File: src/rtl/rx_pkg.sv
// Shared definitions for the 4-bit serial receiver: state encoding and default bit period.
// Latency: n/a (package only).
// Backpressure: n/a (package only).
package rx_pkg;

  // Default number of core clock cycles per serial bit.
  localparam int CLKS_PER_BIT_DEF = 4;

  // Receiver states; the encoding is fixed so that debug probes can decode it directly.
  typedef enum logic [1:0] {
    IDLE  = 2'd0,
    START = 2'd1,
    DATA  = 2'd2,
    STOP  = 2'd3
  } rx_state_t;

endpackage

File: src/rtl/sync_2ff.sv
// Two-flop synchronizer that brings the asynchronous serial line into the clk domain.
// Latency: 2 clk cycles from d to q.
// Backpressure: none; samples on every clock edge. Resets to 1 so an idle-high line is not mistaken for a start.
module sync_2ff (
  input  logic clk,
  input  logic rst,
  input  logic d,
  output logic q
);

  logic meta;

  // Two back-to-back flops; both reset to the idle-high level of the line.
  always_ff @(posedge clk or posedge rst) begin
    if (rst) begin
      meta <= 1'b1;
      q    <= 1'b1;
    end else begin
      meta <= d;
      q    <= meta;
    end
  end

endmodule

File: src/rtl/sipo_rx_4bits.sv
// Serial-in parallel-out receiver: start bit, 4 data bits LSB first, one stop bit.
// Latency: data/load (or frame_err) appear one cycle after the mid-stop-bit sample.
// Backpressure: none; load is a one-cycle strobe the downstream register must take as presented.
module sipo_rx_4bits
  import rx_pkg::*;
#(
  parameter int CLKS_PER_BIT = CLKS_PER_BIT_DEF
) (
  input  logic       clk,
  input  logic       rst,
  input  logic       rx,
  output logic [3:0] data,
  output logic       load,
  output logic       frame_err,
  output logic       busy
);

  // Timer is wide enough to count 0..CLKS_PER_BIT-1.
  localparam int TW = (CLKS_PER_BIT > 1) ? $clog2(CLKS_PER_BIT) : 1;

  // Sample points: middle of the start bit, then one full bit period for every later bit.
  localparam logic [TW-1:0] T_HALF = TW'(CLKS_PER_BIT / 2 - 1);
  localparam logic [TW-1:0] T_FULL = TW'(CLKS_PER_BIT - 1);

  logic            rx_s;
  rx_state_t       state, state_n;
  logic [TW-1:0]   timer, timer_n;
  logic [1:0]      idx, idx_n;
  logic [3:0]      shreg, shreg_n;
  logic [3:0]      data_n;
  logic            load_n, ferr_n;

  sync_2ff u_sync (
    .clk (clk),
    .rst (rst),
    .d   (rx),
    .q   (rx_s)
  );

  assign busy = (state != IDLE);

  // State and datapath registers; reset clears everything, including the output word.
  always_ff @(posedge clk or posedge rst) begin
    if (rst) begin
      state     <= IDLE;
      timer     <= '0;
      idx       <= '0;
      shreg     <= '0;
      data      <= '0;
      load      <= 1'b0;
      frame_err <= 1'b0;
    end else begin
      state     <= state_n;
      timer     <= timer_n;
      idx       <= idx_n;
      shreg     <= shreg_n;
      data      <= data_n;
      load      <= load_n;
      frame_err <= ferr_n;
    end
  end

  // Next-state and datapath logic; only timer-driven sample points look at rx_s once a frame has begun.
  always_comb begin
    state_n = state;
    timer_n = timer;
    idx_n   = idx;
    shreg_n = shreg;
    data_n  = data;
    load_n  = 1'b0;
    ferr_n  = 1'b0;

    case (state)
      IDLE: begin
        timer_n = '0;
        if (!rx_s) begin
          state_n = START;
        end
      end

      START: begin
        if (timer == T_HALF) begin
          timer_n = '0;
          if (!rx_s) begin
            state_n = DATA;
            idx_n   = '0;
          end else begin
            // Line went back high before mid-bit: treat as a glitch.
            state_n = IDLE;
          end
        end else begin
          timer_n = timer + 1'b1;
        end
      end

      DATA: begin
        if (timer == T_FULL) begin
          timer_n      = '0;
          shreg_n[idx] = rx_s;
          if (idx == 2'd3) begin
            idx_n   = '0;
            state_n = STOP;
          end else begin
            idx_n = idx + 2'd1;
          end
        end else begin
          timer_n = timer + 1'b1;
        end
      end

      STOP: begin
        if (timer == T_FULL) begin
          timer_n = '0;
          state_n = IDLE;
          if (rx_s) begin
            data_n = shreg;
            load_n = 1'b1;
          end else begin
            // Bad framing: keep the previous word, flag the error instead.
            ferr_n = 1'b1;
          end
        end else begin
          timer_n = timer + 1'b1;
        end
      end

      default: begin
        state_n = IDLE;
      end
    endcase
  end

endmodule

File: config.mk
export PLATFORM = sky130hd
export DESIGN_NAME = sipo_rx_4bits
export DESIGN_NICKNAME = d
export VERILOG_FILES = /design/src/rtl/rx_pkg.sv /design/src/rtl/sync_2ff.sv /design/src/rtl/sipo_rx_4bits.sv
export SDC_FILE = /design/constraint.sdc
export NUM_CORES = 1
export LEC_CHECK = 0
export ABC_CLOCK_PERIOD_IN_PS = 2300
export CORE_MARGIN = 5
export CORE_UTILIZATION = 40
export CTS_BUF_LIST = sky130_fd_sc_hd__clkbuf_4
export DETAILED_ROUTE_END_ITERATION = 12
export PLACE_DENSITY_LB_ADDON = 0.3
export SETUP_SLACK_MARGIN = 0.05
export SLEW_MARGIN = 10
export SYNTH_ARGS = -nofsm -noshare
export SYNTH_HDL_FRONTEND = slang
export SYNTH_SLANG_ARGS = --single-unit
File: constraint.sdc
create_clock -name clk -period 2.3 [get_ports clk]
set_clock_uncertainty 0.2 [all_clocks]
set_input_delay 0.69 -clock clk [delete_from_list [all_inputs] [get_ports clk]]
set_output_delay 0.69 -clock clk [all_outputs]
set_load 0.02 [all_outputs]
After elaboration in Yosys (flattened, before gate mapping)
Cells that the tools add are included.
{"block": "classes", "addsub": 2, "order_cmp": 2, "eq_ne": 12, "n_reduce_logical": 9, "mux": 24}
{"cell": "2-bit 2-to-1 mux", "count": 12}
{"cell": "2-bit inequality test (second input constant)", "count": 6}
{"cell": "2-bit == test (second input constant)", "count": 4}
{"cell": "2-bit case mux with 4 select lines", "count": 1}
{"cell": "1-bit 2-to-1 mux", "count": 7}
{"cell": "2-bit case mux with 3 select lines", "count": 1}
{"cell": "5-bit AND reduction", "count": 1}
{"cell": "2-bit by 1-bit adder with 2-bit output (second input constant)", "count": 2}
{"cell": "4-bit bitwise mux", "count": 1}
{"cell": "2-bit by 1-bit == test with 1-bit output (second input constant)", "count": 2}
{"cell": "2-bit case mux with 2 select lines", "count": 1}
{"cell": "4-bit AND reduction", "count": 1}
{"cell": "2-bit nonzero test", "count": 2}
{"cell": "2-bit by 3-bit < comparator with 1-bit output (second input constant)", "count": 1}
{"cell": "3-bit AND reduction", "count": 1}
{"cell": "1-bit demux with 2-bit select", "count": 1}
{"cell": "2-bit by 1-bit >= comparator with 1-bit output (second input constant)", "count": 1}
{"cell": "2-bit zero test", "count": 1}
{"cell": "2-bit AND reduction", "count": 1}
{"cell": "2-bit OR reduction", "count": 1}
{"cell": "1-bit logical AND", "count": 1}
{"block": "totals", "wordCells": 58, "inputBits": 3, "regBits": 18}

Longest topological paths before layout
Gate-level depths: netlist of run 1.
{"block": "logic_depth", "ltp_word": 5, "ltp_mapped": 5}

Cells and area by module
A second synthesis of run 1 with hierarchy kept.
{"block": "hier_totals", "cells_unflattened": 72, "area_unflattened_um2": 870.8}
{"mod": "sipo_rx_4bits", "cells_each": 69, "instances": 1, "area_per_inst_um2": 814.5, "seq_area_each_um2": 400.4}
{"mod": "sync_2ff", "cells_each": 3, "instances": 1, "area_per_inst_um2": 56.3, "seq_area_each_um2": 52.6}

Worst setup path after synthesis of run 1
No wires, ideal clock.
{"block": "synth_timing", "kind": "register to output", "startpoint": "register with a tool-made name", "endpoint": "output port busy", "slack_ps": 532, "arrival_ps": 878, "stages_incl_launch_ff": 3, "path_buffers": 1, "required_ps": 1410, "path_cell_list": "dfrtp_1 buf_2 or2_2"}
{"item": "to (decl)", "line": "sipo_rx_4bits.sv:15", "text": "output logic busy"}

==> impl_metrics.py, run 1 <==
metrics = {
    "yosys": {
        "syn_nets": 82,
        "synth_area_um2": 863,
        "ys_seq_area_share_pct": 52.5,
        "synth_cell_types": 24,
        "ys_warn_count": 0,
        "syn_avg_cell_area_um2": 12.2,
        "synth_seq_cells": 18,
        "netlist_instances": 71,
    },
    "clock_tree": {
        "h-tree-depth": 1,
        "clock_path_buffers": 2,
        "tritoncts": "yes",
        "cts.sinks": 18,
        "cts_buffers": 3,
        "clk_pin_slew_ps": 100,
        "cts-root-buf": "clkbuf_4",
        "insertion_delay_ps": 290,
    },
    "power_and_ir_drop": {
        "vdd.ir_drop.worst_uv": 402,
        "combPwrFrac_pct": 38.6,
        "p_sw_uw": 343,
        "p_int_uw": 662,
        "pwr-share-clk_pct": 15.4,
        "p_sw_share_pct": 34.1,
        "p_leak_nw": 0.506,
        "seqPwrFrac_pct": 46.0,
        "p_per_area_nw_per_um2": 987,
        "total_power_mw": 1.00,
    },
    "sta": {
        "final-setup-viol-count": 0,
        "rsz0062_at_grt": "false",
        "tns_ps": 0,
        "fin_ws_ps": 142,
        "max_freq_mhz": 463,
        "drv_slew": 0,
        "finalCriticalPeriod_ps": 2160,
        "finalCritPeriodShare_pct": 93.8,
        "tightestPinTransition_ps": 299,
        "slew_headroom_pct": 80.0,
        "final-hold-violation-count": 0,
    },
    "worst_setup_path": {
        "cp.required_ps": 1410,
        "path_max_fanout": 2,
        "r2r_cells": 4,
        "ff2ff_setup_slack_ps": 560,
        "startpoint_type": "register",
        "path_class": "reg2out",
        "arrival_ps": 1270,
        "timing.rr.start": "timer[0]",
        "endpoint_kind": "output port",
        "r2r_end": "idx[0]",
    },
    "placed_design": {
        "globalplace.congestion": 0.793,
        "dpl_cell_area_um2": 993,
        "dp.cells": 108,
        "dp_hpwl_um": 917,
        "portBuffers": 9,
        "dp_slack_ps": 234,
    },
    "global_route": {
        "grt_antenna_before_repair": 0,
        "grt_pass1_vias": 505,
        "grt_pass1_wl_um": 2210,
        "grt_max_degree": 19,
        "top_usage_layer": "met2",
        "grt_use_total_pct": 9.07,
        "met2_usage_pct": 12.2,
        "grt_util_met3_pct": 2.98,
        "gr-total-overflow": 0,
        "gr-usage-met1_pct": 12.1,
    },
    "floorplan": {
        "start_util_pct": 43.1,
        "die_w_um": 56.5,
        "die_area_um2": 3190,
        "io_pins": 10,
        "core_um2": 2000,
        "row_count": 16,
        "dieHeight_um": 56.5,
    },
    "run_status": {
        "status": "finished clean",
    },
    "worst_hold_path": {
        "hold_path.class": "reg2reg",
        "min_path_cells": 0,
        "hp-start": "u_sync.meta",
        "hold_end": "u_sync.q",
    },
    "finish": {
        "final_common_cell": "dfrtp_1",
        "n_antenna_cell": 0,
        "fin_nets": 97,
        "fillers": 178,
        "mostFrequentLayoutCells": "16 x dfrtp_1, 9 x inv_1, 8 x ha_1, 8 x clkdlybuf4s50_1, 7 x nand2_1",
        "design_area_um2": 1020,
        "register_area_um2": 453,
        "areaGrowthSynthToFinish_pct": 18.0,
        "drive_above_1_share_pct": 18.8,
        "layout.cells.non_filler": 112,
        "multi_input_area_um2": 360,
    },
    "route": {
        "first_pass_iters": 4,
        "vias_per_cell": 4.91,
        "drt-total-wl_um": 1250,
        "ant_nets": 0,
        "drcViolationCount": 0,
        "initialDrtViolationCount": 2,
        "wl_per_cell_um": 11.2,
        "vias": 550,
    },
    "run": {
        "maxCapViolCount": 0,
    },
}
==> sequential cells by signal, indices dropped and copies added, names as in the netlist, named ones only <==
register     cells
data             4
shreg            4
idx              2
timer            2
frame_err        1
load             1
state            1
u_sync.meta      1
u_sync.q         1
==> repair_timing <==
item | CTS | global route
gates resized for setup | 1 | 0
hold buffers | 0 | 0
endpoints found under the hold margin | 0 | 0
setup buffers | 0 | 0
endpoints found under the setup margin | 1 | 0
==> area by class of cell <==
class                      instances  share of cell area (%)
multi-input combinational         42                    35.4
clock inverter                     1                   0.369
inverter                           9                    3.32
sequential                        18                    44.5
timing repair buffer              12                    10.9
clock buffer                       3                    2.21
tap                               27                    3.32
==> metal layers <==
layer  routed length, um  up-vias
met2                 580       14
met4                  27        0
met5                   0        -
met1                 568      265
li1                    -      267
met3                  75        4
==> cells in the mapped netlist <==
cell type	n	area, um2
buf_2	1	5.00
mux2_1	4	45.0
nor3b_1	1	7.51
dfstp_2	2	52.6
nor2b_1	2	12.5
mux2i_1	1	10.0
nor2_1	3	11.3
buf_6	1	11.3
nand2_1	7	26.3
mux4_2	1	22.5
nand4b_1	1	8.76
a21o_1	1	7.51
nand4_1	1	6.26
nand3_1	1	5.00
mux2_2	5	56.3
a31oi_1	1	6.26
or2_2	1	6.26
dfrtp_1	16	400
o21ai_0	1	5.00
inv_1	9	33.8
a22o_1	1	8.76
and3b_2	1	10.0
ha_1	8	100
a21oi_1	1	5.00
==> kinds of logic after synthesis <==
logic type / count (synthesis) / synth area share (%)
adders and majority gates: 8 / 11.6
DFF: 18 / 52.5
and+or+nand+nor: 18 / 10.9
muxes: 11 / 15.5
buffers and inverters: 11 / 5.80
AOI/OAI and AO/OA: 5 / 3.77
==> worst max-delay path: stages, from the launching register on <==
cell	delay [ps]
dfrtp_1	380
or2_2	280
dlygate4sd2_1	320
==> power by group through the flow <==
stage | clock network (mW) | registers [mW] | logic (mW)
final | 0.154 | 0.462 | 0.388
after global routing | 0.180 | 0.476 | 0.432
after CTS | 0.165 | 0.463 | 0.396
after detailed placement | 0 | 0.469 | 0.400
after global placement | 0 | 0.464 | 0.393
after floorplan | 0 | 0.478 | 0.280
==> through the flow <==
| step | hold slack [ps] | util, % |
|---|---|---|
| after floorplan | 145 | - |
| after global placement | 146 | 49.6 |
| after detailed placement | 149 | 49.6 |
| after CTS | 164 | 50.9 |
| after global routing | 169 | 50.9 |
| final | 161 | 50.9 |
==> worst max path at each step <==
| stage | start | endpoint | slack, ps | depth (start not counted) |
|---|---|---|---|---|
| final | register | busy | 140 | 2 |
| after global placement | register | busy | 240 | 2 |
| after CTS | register | busy | 120 | 2 |
| after floorplan | register | busy | 530 | 2 |
| after detailed placement | register | busy | 230 | 2 |
| after global routing | register | busy | 90 | 2 |
Power figures use the tool's default switching activity.
==> inputs of run 2 (changes only) <==
Settings changed: CAP_MARGIN set to 20, SKIP_CTS_REPAIR_TIMING set to 1.
==> impl_metrics.py, run 2 (same netlist as run 1, synthesis figures left out) <==
metrics = {
    "worst_setup_path": {
        "arrival_ps": 1240,
        "cp.required_ps": 1410,
        "crit_chain": "clkdlybuf4s50_1",
        "ff2ff_setup_slack_ps": 560,
        "path_class": "reg2out",
        "startpoint": "data[2]",
        "critPathTopFamily": "buffers and inverters",
        "endpoint_kind": "output port",
        "startpoint_type": "register",
        "r2r_cells": 4,
        "timing.rr.start": "timer[0]",
        "endpoint": "data[2]",
        "cp.depth": 1,
        "path_max_fanout": 2,
        "critPathMaxStageDelay_ps": 600,
        "cp_slowest_cell": "clkdlybuf4s50_1",
        "r2r_end": "idx[0]",
        "crit_buf_inv": 1,
    },
    "sta": {
        "drv_slew": 0,
        "rsz0062_at_grt": "false",
        "tightestPinTransition_ps": 299,
        "final-hold-violation-count": 0,
        "holdWs_ps": 161,
        "max_freq_mhz": 470,
        "finalCriticalPeriod_ps": 2130,
        "finalCritPeriodShare_pct": 92.5,
        "final-setup-viol-count": 0,
        "slew_headroom_pct": 80.0,
    },
    "placed_design": {
        "dpl_cell_area_um2": 993,
        "globalplace.congestion": 0.793,
        "portBuffers": 9,
        "dp_hpwl_um": 917,
    },
    "global_route": {
        "gr-total-overflow": 0,
        "grt_max_degree": 19,
        "grt_use_total_pct": 9.07,
        "grt_pass1_wl_um": 2210,
        "grt_antenna_before_repair": 0,
        "grt_pass1_vias": 505,
    },
    "clock_tree": {
        "tritoncts": "yes",
        "clock_path_buffers": 2,
        "cts_buffers": 3,
        "cts.sinks": 18,
        "clk_pin_slew_ps": 100,
        "h-tree-depth": 1,
        "cts-root-buf": "clkbuf_4",
        "insertion_delay_ps": 290,
    },
    "finish": {
        "fillers": 176,
        "multi_input_area_um2": 360,
        "register_area_um2": 453,
        "areaGrowthSynthToFinish_pct": 18.4,
        "top_regs": "data (4), shreg (4)",
        "drive_above_1_share_pct": 18.8,
        "final_common_cell": "dfrtp_1",
        "n_antenna_cell": 0,
        "fin_nets": 97,
        "mostFrequentLayoutCells": "16 x dfrtp_1, 9 x inv_1, 8 x ha_1, 8 x clkdlybuf4s50_1, 7 x nand2_1",
        "design_area_um2": 1020,
    },
    "power_and_ir_drop": {
        "p_leak_nw": 0.509,
        "p_per_area_nw_per_um2": 987,
        "vdd.ir_drop.worst_uv": 407,
    },
    "floorplan": {
        "row_count": 16,
        "io_pins": 10,
        "die_w_um": 56.5,
        "start_util_pct": 43.1,
        "core_um2": 2000,
        "dieHeight_um": 56.5,
        "die_area_um2": 3190,
    },
    "run": {
        "maxCapViolCount": 0,
    },
    "route": {
        "wl_per_cell_um": 11.2,
        "first_pass_iters": 4,
        "ant_nets": 0,
        "vias_per_cell": 4.91,
        "drcViolationCount": 0,
        "drt-total-wl_um": 1250,
        "initialDrtViolationCount": 2,
        "vias": 550,
    },
    "run_status": {
        "status": "finished clean",
    },
    "worst_hold_path": {
        "hold_path.class": "reg2reg",
    },
}
==> run 2: cell types whose count changed in the layout (fill, tap and decap cells not counted), sizes merged <==
cell | before | now
dlygate4sd2 | 1 | 0
dlymetal6s2s | 0 | 1
==> run 2: cell type report <==
class                           instances  share of cell area (%)
Timing Repair Buffer                   12                    11.3
Inverter                                9                    3.30
Tap cell                               27                    3.30
Sequential cell                        18                    44.3
Clock buffer                            3                    2.20
Clock inverter                          1                   0.367
Multi-Input combinational cell         42                    35.3
==> run 2: power breakdown <==
part / switching [mW] / total (mW) / internal, mW
registers: 0.0597 / 0.462 / 0.402
clock network: 0.0913 / 0.154 / 0.0630
logic: 0.191 / 0.392 / 0.201
total: 0.342 / 1.01 / 0.666
==> run 2: stage by stage <==
stage / instances / total power [mW] / TNS, ps / utilization, % / setup slack, ps
after floorplan: 71 / 0.758 / 0 / - / 532
after global placement: 108 / 0.858 / 0 / 49.6 / 240
after detailed placement: 108 / 0.869 / 0 / 49.6 / 234
after CTS: 112 / 1.03 / -97.8 / 50.9 / -97.8
after global routing: 112 / 1.09 / 0 / 51.1 / 108
final: 112 / 1.01 / 0 / 51.1 / 173
==> run 2: how the worst min path moves through the flow <==
stage	from	end	slack, ps	cells past startpoint
6_report	u_sync.meta	u_sync.q	160	0
3_3_place_gp	u_sync.meta	u_sync.q	150	0
5_1_grt	u_sync.meta	u_sync.q	170	0
3_5_place_dp	u_sync.meta	u_sync.q	150	0
2_1_floorplan	u_sync.meta	u_sync.q	150	0
4_1_cts	u_sync.meta	u_sync.q	160	0
==> run 2: routing by layer <==
layer | wire [um] | vias up | track usage (%)
li1 | - | 267 | -
met1 | 567 | 265 | 12.1
met2 | 580 | 14 | 12.2
met3 | 75 | 4 | 2.98
met4 | 27 | 0 | 6.10
met5 | 0 | - | 0
==> inputs of run 3 (changes only) <==
Settings changed: ABC_CLOCK_PERIOD_IN_PS 2300 to not set.
Clock period 2.3 ns to 2.4 ns, I/O delays scaled along.
==> results of run 3 <==
Same layout as run 2 (identical final DEF). Status: finished clean.
Among the figures that moved: setup slack after placement 234 ps -> 304 ps; setup slack after layout 173 ps -> 243 ps; register-to-register setup slack 560 ps -> 660 ps; total power 1.01 mW -> 0.967 mW; worst IR drop on VDD 407 uV -> 390 uV
